File: config.mk
export PLATFORM = sky130hd
export DESIGN_NAME = dplca_txop_table_manager_flat
export DESIGN_NICKNAME = d
export VERILOG_FILES = /design/src/rtl/dplca_claim_if.sv /design/src/rtl/dplca_txop_table_manager.sv /design/src/flat_wrapper.sv
export SDC_FILE = /design/constraint.sdc
export NUM_CORES = 1
export LEC_CHECK = 0
export CAP_MARGIN = 20
export CORE_UTILIZATION = 38
export CTS_CLUSTER_SIZE = 14
export DETAILED_ROUTE_END_ITERATION = 7
export PLACE_DENSITY_LB_ADDON = 0.08
export SYNTH_ARGS = -nofsm -noshare
export SYNTH_HDL_FRONTEND = slang
export SYNTH_SLANG_ARGS = --single-unit
File: constraint.sdc
create_clock -name clk -period 10.5 [get_ports clk]
set_clock_uncertainty 0.15 [all_clocks]
set_input_delay 1.575 -clock clk [delete_from_list [all_inputs] [get_ports clk]]
set_output_delay 1.575 -clock clk [all_outputs]
set_load 0.01 [all_outputs]
File: src/rtl/dplca_claim_if.sv
// Claim handshake between the D-PLCA claim source and the TXOP table manager.
interface dplca_claim_if;
    logic       claim_valid;
    logic [7:0] claim_id;
    logic       claim_ready;

    modport master (output claim_valid, output claim_id, input claim_ready);
    modport slave  (input claim_valid, input claim_id, output claim_ready);
endinterface

File: src/rtl/dplca_txop_table_manager.sv
// D-PLCA TXOP claim table: records claims, ages every AGE_CYCLES beacons with a
// multi-cycle scan, and publishes the table plus max/count summaries.
module dplca_txop_table_manager #(
    parameter int AGE_CYCLES = 16,
    parameter int MAX_AGE    = 3,
    parameter int SCAN_WIDTH = 4
) (
    input  logic               clk,
    input  logic               plca_reset,
    input  logic               dplca_aging,
    input  logic               beacon_seen,
    dplca_claim_if.slave       claim,
    output logic [511:0]       txop_claim_table_unpacked,
    output logic               dplca_txop_table_upd,
    output logic               dplca_new_age,
    output logic [7:0]         max_claim,
    output logic [8:0]         claim_count,
    output logic               aging_busy
);

    typedef enum logic [1:0] {
        ST_IDLE = 2'd0,
        ST_SCAN = 2'd1,
        ST_DONE = 2'd2
    } state_t;

    localparam int              CNT_W     = (AGE_CYCLES > 1) ? $clog2(AGE_CYCLES) : 1;
    localparam logic [CNT_W-1:0] LAST_CNT = CNT_W'(AGE_CYCLES - 1);
    localparam logic [7:0]      LAST_PTR  = 8'(256 - SCAN_WIDTH);
    localparam logic [7:0]      PTR_STEP  = 8'(SCAN_WIDTH);
    localparam logic [1:0]      CLAIM_AGE = 2'(MAX_AGE);

    state_t             state_q, state_d;
    logic [511:0]       table_q, table_d;
    logic [CNT_W-1:0]   cnt_q, cnt_d;
    logic [7:0]         ptr_q, ptr_d;
    logic               upd_q, upd_d;
    logic               new_age_q, new_age_d;
    logic [7:0]         max_q, max_d;
    logic [8:0]         count_q, count_d;
    logic [7:0]         shadow_max_q, shadow_max_d;
    logic [8:0]         shadow_cnt_q, shadow_cnt_d;
    logic               pending_upd_q, pending_upd_d;
    logic               clear_s;
    logic [7:0]         idx_s;
    logic [1:0]         age_s;

    // Beacon counter step; a wrap in SCAN/DONE silently skips that aging period.
    function automatic logic [CNT_W-1:0] next_cnt(input logic [CNT_W-1:0] c);
        return (c == LAST_CNT) ? '0 : c + CNT_W'(1);
    endfunction

    assign clear_s                   = plca_reset || !dplca_aging;
    assign claim.claim_ready         = (state_q == ST_IDLE) && !clear_s;
    assign txop_claim_table_unpacked = table_q;
    assign dplca_txop_table_upd      = upd_q;
    assign dplca_new_age             = new_age_q;
    assign max_claim                 = max_q;
    assign claim_count               = count_q;
    assign aging_busy                = (state_q == ST_SCAN);

    // Next-state logic for the FSM, table, counters and summaries.
    always_comb begin
        state_d       = state_q;
        table_d       = table_q;
        cnt_d         = cnt_q;
        ptr_d         = ptr_q;
        upd_d         = 1'b0;
        new_age_d     = new_age_q;
        max_d         = max_q;
        count_d       = count_q;
        shadow_max_d  = shadow_max_q;
        shadow_cnt_d  = shadow_cnt_q;
        pending_upd_d = pending_upd_q;
        idx_s         = 8'd0;
        age_s         = 2'd0;
        if (clear_s) begin
            state_d       = ST_IDLE;
            table_d       = '0;
            cnt_d         = '0;
            ptr_d         = 8'd0;
            new_age_d     = 1'b0;
            max_d         = 8'd0;
            count_d       = 9'd0;
            shadow_max_d  = 8'd0;
            shadow_cnt_d  = 9'd0;
            pending_upd_d = 1'b0;
        end else begin
            case (state_q)
                ST_IDLE: begin
                    // The claim lands before a same-cycle scan starts, so the scan ages it.
                    if (claim.claim_valid) begin
                        table_d[{claim.claim_id, 1'b0} +: 2] = CLAIM_AGE;
                    end else begin
                        table_d = table_q;
                    end
                    if (beacon_seen && (cnt_q == LAST_CNT)) begin
                        cnt_d        = '0;
                        state_d      = ST_SCAN;
                        ptr_d        = 8'd0;
                        shadow_max_d = 8'd0;
                        shadow_cnt_d = 9'd0;
                    end else if (beacon_seen) begin
                        cnt_d     = cnt_q + CNT_W'(1);
                        upd_d     = 1'b1;
                        new_age_d = 1'b0;
                    end else begin
                        cnt_d = cnt_q;
                    end
                end
                ST_SCAN: begin
                    // Ascending scan: the last surviving index seen is the table maximum.
                    for (int i = 0; i < SCAN_WIDTH; i++) begin
                        idx_s = ptr_q + 8'(i);
                        age_s = table_q[{idx_s, 1'b0} +: 2];
                        age_s = (age_s != 2'd0) ? age_s - 2'd1 : 2'd0;
                        table_d[{idx_s, 1'b0} +: 2] = age_s;
                        if (age_s != 2'd0) begin
                            shadow_cnt_d = shadow_cnt_d + 9'd1;
                            shadow_max_d = idx_s;
                        end else begin
                            shadow_cnt_d = shadow_cnt_d;
                        end
                    end
                    if (ptr_q == LAST_PTR) begin
                        ptr_d   = 8'd0;
                        state_d = ST_DONE;
                    end else begin
                        ptr_d = ptr_q + PTR_STEP;
                    end
                    if (beacon_seen) begin
                        cnt_d         = next_cnt(cnt_q);
                        pending_upd_d = 1'b1;
                    end else begin
                        cnt_d = cnt_q;
                    end
                end
                ST_DONE: begin
                    max_d         = shadow_max_q;
                    count_d       = shadow_cnt_q;
                    upd_d         = 1'b1;
                    new_age_d     = 1'b1;
                    pending_upd_d = 1'b0;
                    state_d       = ST_IDLE;
                    if (beacon_seen) begin
                        cnt_d = next_cnt(cnt_q);
                    end else begin
                        cnt_d = cnt_q;
                    end
                end
                default: begin
                    state_d = ST_IDLE;
                end
            endcase
        end
    end

    // State register with synchronous reset.
    always_ff @(posedge clk) begin
        if (plca_reset) begin
            state_q       <= ST_IDLE;
            table_q       <= '0;
            cnt_q         <= '0;
            ptr_q         <= 8'd0;
            upd_q         <= 1'b0;
            new_age_q     <= 1'b0;
            max_q         <= 8'd0;
            count_q       <= 9'd0;
            shadow_max_q  <= 8'd0;
            shadow_cnt_q  <= 9'd0;
            pending_upd_q <= 1'b0;
        end else begin
            state_q       <= state_d;
            table_q       <= table_d;
            cnt_q         <= cnt_d;
            ptr_q         <= ptr_d;
            upd_q         <= upd_d;
            new_age_q     <= new_age_d;
            max_q         <= max_d;
            count_q       <= count_d;
            shadow_max_q  <= shadow_max_d;
            shadow_cnt_q  <= shadow_cnt_d;
            pending_upd_q <= pending_upd_d;
        end
    end

endmodule

File: src/flat_wrapper.sv
// flat-port wrapper written by rule: the top's interface ports become plain ports
module dplca_txop_table_manager_flat 
#(
    parameter int AGE_CYCLES = 16,
    parameter int MAX_AGE    = 3,
    parameter int SCAN_WIDTH = 4
)
  (clk, plca_reset, dplca_aging, beacon_seen, txop_claim_table_unpacked, dplca_txop_table_upd, dplca_new_age, max_claim, claim_count, aging_busy, claim_claim_valid, claim_claim_id, claim_claim_ready);
  dplca_claim_if claim_i ();
  input  logic clk;
  input  logic plca_reset;
  input  logic dplca_aging;
  input  logic beacon_seen;
  output logic [511:0] txop_claim_table_unpacked;
  output logic dplca_txop_table_upd;
  output logic dplca_new_age;
  output logic [7:0] max_claim;
  output logic [8:0] claim_count;
  output logic aging_busy;
  input wire logic [$bits(claim_i.claim_valid)-1:0] claim_claim_valid;
  input wire logic [$bits(claim_i.claim_id)-1:0] claim_claim_id;
  output wire logic [$bits(claim_i.claim_ready)-1:0] claim_claim_ready;
  assign claim_i.claim_valid = claim_claim_valid;
  assign claim_i.claim_id = claim_claim_id;
  assign claim_claim_ready = claim_i.claim_ready;
  dplca_txop_table_manager #(.AGE_CYCLES(AGE_CYCLES), .MAX_AGE(MAX_AGE), .SCAN_WIDTH(SCAN_WIDTH)) u_core (.clk(clk), .plca_reset(plca_reset), .dplca_aging(dplca_aging), .beacon_seen(beacon_seen), .claim(claim_i), .txop_claim_table_unpacked(txop_claim_table_unpacked), .dplca_txop_table_upd(dplca_txop_table_upd), .dplca_new_age(dplca_new_age), .max_claim(max_claim), .claim_count(claim_count), .aging_busy(aging_busy));
endmodule
## Word level (Yosys, flattened, before mapping)

Cells that the tools add are included.

- Output and inout port bits: 533
- Word-level logic and storage cells: 124
- Register bits: 562
- Input port bits: 13

- Mux-type cells: 45
- Eq/ne operators: 12
- Shift operators: 14
- Reductions and logical operators: 25
- Add/subtract/negate cells: 18

Operator list:

| cell | number |
|---|---|
| $bwmux 512 | 5 |
| $shift 2x11->512 const A | 5 |
| $shiftx 2x11->512 | 4 |
| $shiftx 512x10->2 | 4 |
| $pmux 512 s2 | 1 |
| $mux 512 | 1 |
| $shiftx 2x11->512 const A | 1 |
| $mux 9 | 11 |
| $neg 9->11 | 5 |
| $mux 8 | 6 |
| $add 9x1->9 const B | 4 |
| $pmux 8 s2 | 2 |
| $reduce_bool 2->1 | 11 |
| $pmux 9 s2 | 1 |
| $add 8x2->8 const B | 2 |
| $mux 4 | 4 |
| $mux 2 | 6 |
| $reduce_and 3->1 | 3 |
| $add 8x1->8 const B | 1 |
| $add 8x3->8 const B | 1 |
| $eq 8x8->1 const B | 1 |
| $ne 2x2->1 const B | 4 |
| $pmux 4 s2 | 1 |
| $sub 2x1->2 const B | 4 |
| other kinds (16) | 26 |

## Logic depth before layout (Yosys ltp)

- Word-level depth: 18
- Mapped depth: 22
- Mapped depth without buffers: 18

## Worst setup path before layout

No wires, ideal clock.

- Path kind: flip-flop to flip-flop
- Start point: register u_core.ptr_q[3]
- End point: register u_core.shadow_cnt_q[8]
- Stages on the path, launching flop included: 19
- Path slack: 5.676 ns
- Data arrival time: 4.556 ns
- Data required time: 10.233 ns
- Clock period less this slack: 4.824 ns
- Path buffers: 2
- Library setup time: 0.117 ns
- Cells stage by stage: dfxtp_1 buf_6 mux4_2 nor3b_1 or4_1 nor2_1 a22o_1 buf_6 mux2_2 ha_1 inv_1 nor4_1 o41a_1 nand3b_1 or4b_1 xnor2_1 nor4_1 xnor3_1 a32o_1

- Cells in the longest elaborated chain, start to end: 18
- Elaborated cells on any way between the ends: 37
- Those cells by class: add/sub: 10; shift: 4; mux: 15; reduce/logical: 8

RTL lines:

| element | RTL line | RTL |
|---|---|---|
| from (decl) | dplca_txop_table_manager.sv:36 | `logic [7:0] ptr_q, ptr_d;` |
| from (signal assigned) | dplca_txop_table_manager.sv:176 | `ptr_q <= ptr_d;` |
| $shiftx 512x10->2 | dplca_txop_table_manager.sv:115 | `age_s = table_q[{idx_s, 1'b0} +: 2];` |
| $sub 2x1->2 / $reduce_bool 2->1 (equally long branches) | dplca_txop_table_manager.sv:116 | `age_s = (age_s != 2'd0) ? age_s - 2'd1 : 2'd0;` |
| $mux 2 | dplca_txop_table_manager.sv:116 |  |
| $reduce_bool 2->1 | dplca_txop_table_manager.sv:118 | `if (age_s != 2'd0) begin` |
| $mux 9 | dplca_txop_table_manager.sv:118 |  |
| $mux 9 | dplca_txop_table_manager.sv:89 | `case (state_q)` |
| $mux 9 | dplca_txop_table_manager.sv:77 | `if (clear_s) begin` |
| $add 9x1->9 | dplca_txop_table_manager.sv:119 | `shadow_cnt_d = shadow_cnt_d + 9'd1;` |
| (+2 left out) | -- |  |
| $mux 9 | dplca_txop_table_manager.sv:77 |  |
| $add 9x1->9 | dplca_txop_table_manager.sv:119 |  |
| $mux 9 | dplca_txop_table_manager.sv:118 |  |
| $mux 9 | dplca_txop_table_manager.sv:89 |  |
| $mux 9 | dplca_txop_table_manager.sv:77 |  |
| $add 9x1->9 | dplca_txop_table_manager.sv:119 |  |
| $mux 9 (*) | dplca_txop_table_manager.sv:118 |  |
| $pmux 9 s2 (*) | dplca_txop_table_manager.sv:89 |  |
| to (signal assigned) | dplca_txop_table_manager.sv:182 | `shadow_cnt_q <= shadow_cnt_d;` |
| to (decl) | dplca_txop_table_manager.sv:42 | `logic [8:0] shadow_cnt_q, shadow_cnt_d;` |

Mark *: on every way between the ends. The rest lies on a longest branch, timed or not. The select of a mux whose other input is x is not followed.
A chain may end at the register's enable or synchronous reset.

## Worst setup path in the final report

Same ends and word-level chain as after synthesis.

==> flow_metrics.tcl <==
set metrics [dict create \
    cts_setup_buffers 0 \
    die_y_um 280 \
    final_util 0.494 \
    rsz0062_at_grt "false" \
    grt_pass1_vias 28630 \
    fill_cells 7444 \
    die_w_um 280 \
    grt_first_pass_wirelength_um 208000 \
    syn_area_per_cell_um2 8.03 \
    drt_wl_total_um 148000 \
    r2r-end "u_core.shadow_cnt_q[8]" \
    p_leak_nw 12.2 \
    status "finished, violations left" \
    slew_violations 0 \
    cap_violations 0 \
    yosys_warnings 0 \
    p_total_mw 4.63 \
    ctsResizeCount 0 \
    synthCells 3646 \
    worstPathRequired_ns 10.85 \
    clk-insertion-delay-late_ns 0.63 \
    setup_violations 0 \
    r2r-start "u_core.ptr_q[3]" \
    regArea_um2 11200 \
    cp-end-kind "flop" \
    hp-start "u_core.claim_count[6]" \
    drt_iter0_markers 4687 \
    multiInputGateArea_um2 16900 \
    syn2layout_area_growth_pct 28.4 \
    detail_route.wl_per_cell_um 28.9 \
    synth_top_area_share 0.383 \
    failed_checks "design-rule violations" \
    hpwl_um 111000 \
    r2r_slack_ns 3.95 \
    netlist_area_um2 29300 \
    hold-path-endpoint "u_core.claim_count[6]" \
    cts_root_buffer "clkbuf_16" \
    yosysTopAreaCell "dfxtp_1" \
    synth_most_common_cell "a21oi_1" \
    grt_use_total 0.365 \
    dr_total_vias 31843 \
    layout.cells.non_filler 5132 \
    cp_data_arrival_time_ns 6.89 \
    timing.slew.headroom 0.169 \
    async_flop_share 0 \
    hp-class "reg2reg" \
    crit_fanout 50 \
    synth_commonest_cells "a21oi_1, dfxtp_1, nand2_1" \
    tightest_slew_ns 1.24 \
    clk_path_buf_depth 3 \
    drtPass1Iterations 8 \
    synth_ff_type "dfxtp_1" \
    fin_crit_ns 6.55 \
    fin_nets 4088 \
    ff2ff_path_depth 18 \
    cts_tree "done" \
    avgViaCountPerCell 6.20 \
    postCtsHoldBufs 0 \
    drive_gt1_frac 0.0842 \
    ys_ff_latch 560 \
    worstSetupPathType "reg2reg" \
    power_density_nw_per_um2 123 \
    synth_edf_count 0 \
    clkTransAtPathRegs_ns 0.06 \
    htreeDepth 3 \
    io_buffers 545 \
    synth_area_leaders "dfxtp_1, a21oi_1, mux4_2" \
    grt_max_degree 216 \
    ir_drop_mv 0.0972 \
    drc_errors 4 \
    start_kind "flop" \
    clock-sinks 560 \
    tns_ns 0 \
    whs_path_depth 2 \
    rows 101 \
    antenna_found_initial 10 \
    dp_cells 5007 \
    initial_core_util 0.385 \
    synth_cell_type_count 84 \
    seq_area_frac_synth 0.383 \
    gp_congestion 0.967 \
    die_area_um2 78200 \
    numCtsBuffers 68 \
    ant_nets 0 \
    grt-ovfl-total 0 \
    core_um2 76100 \
    period_share 0.624 \
    timing.fmax_mhz 153 \
    hold_violations 0 \
    ios 546 \
]
registers in the layout, indices dropped and copies added, names as in the netlist:
signal / count
u_core.state_q: 2
u_core.shadow_max_q: 8
u_core.dplca_new_age: 1
u_core.max_claim: 8
u_core.claim_count: 9
u_core.txop_claim_table_unpacked: 512
u_core.cnt_q: 4
u_core.dplca_txop_table_upd: 1
u_core.ptr_q: 6
u_core.shadow_cnt_q: 9
metal layers:
metal,track usage,up-vias,wire length [um]
li1,-,14002,-
met2,0.545,2125,64100
met1,0.498,15387,60300
met5,0,-,23
met4,0.123,4,5720
met3,0.110,325,18200
critical path, cell delays in order, from the launching register on:
cell and delay (ns):
dfxtp_4 0.34, buf_4 0.61, buf_4 0.75, nand2b_1 0.46, o32ai_1 0.27, o22ai_2 0.13, nand4_2 0.20, a22o_1 0.43
mux2_2 0.40, ha_1 0.32, inv_1 0.05, nor4_1 0.36, o41a_1 0.33, nand3b_1 0.13, or4b_1 0.51, xnor2_1 0.17
nor4_1 0.33, xnor3_1 0.26, a32o_1 0.21
layout make-up:
cell class / count / share of cell area
sequential: 560 / 0.298
clock inverter: 13 / 0.00403
tap: 1030 / 0.0343
antenna: 4 / 0.000266
timing repair buffer: 605 / 0.158
clock buffer: 103 / 0.0531
multi-input combinational: 2795 / 0.450
inverter: 22 / 0.00220
worst max-delay path by stage:
stage,cells after the start,to,startpoint
3_5_place_dp,18,u_core.shadow_cnt_q[8],u_core.ptr_q[3]
4_1_cts,18,u_core.shadow_cnt_q[8],u_core.ptr_q[3]
2_1_floorplan,18,u_core.shadow_cnt_q[8],u_core.ptr_q[3]
5_1_grt,18,u_core.shadow_cnt_q[8],u_core.ptr_q[3]
6_report,18,u_core.shadow_cnt_q[8],u_core.ptr_q[3]
3_3_place_gp,18,u_core.shadow_cnt_q[8],u_core.ptr_q[3]
power by group:
group	switching, mW	internal (mW)
Combinational	0.125	0.0333
Clock	0.981	1.36
Sequential	0.00278	2.13
Total	1.11	3.52
stage by stage:
step | setup WS, ns | instance area [um2] | hold WS [ns]
floorplan | 5.68 | 29300 | 0.304
global placement | 4.26 | 35400 | 0.325
detailed placement | 4.17 | 35400 | 0.334
CTS | 4.16 | 37500 | 0.349
global route | 3.70 | 37600 | 0.359
finish | 3.95 | 37600 | 0.339
placed cells by master, fill, tap and decap left out, types with 29 or more instances in the layout:
cell and count:
nor2_1 377, o21ai_0 412, a21oi_1 643, clkdlybuf4s50_1 545, nand2_1 539, clkbuf_16 70
a211oi_1 44, nor3_1 29, nand3_1 60, buf_4 56, dfxtp_1 555, and2_1 72
mux2i_1 51, o22ai_1 100, mux4_2 131, a22oi_1 38
kinds of logic after synthesis:
logic type,synth area share
muxes,0.123
DFF,0.383
other,0.000128
AOI/OAI and AO/OA,0.250
and+or+nand+nor,0.179
adders and majority gates,0.00983
xor gates and xnor gates,0.0129
buffers and inverters,0.0420
No activity file was read; power rests on OpenSTA's default activity.
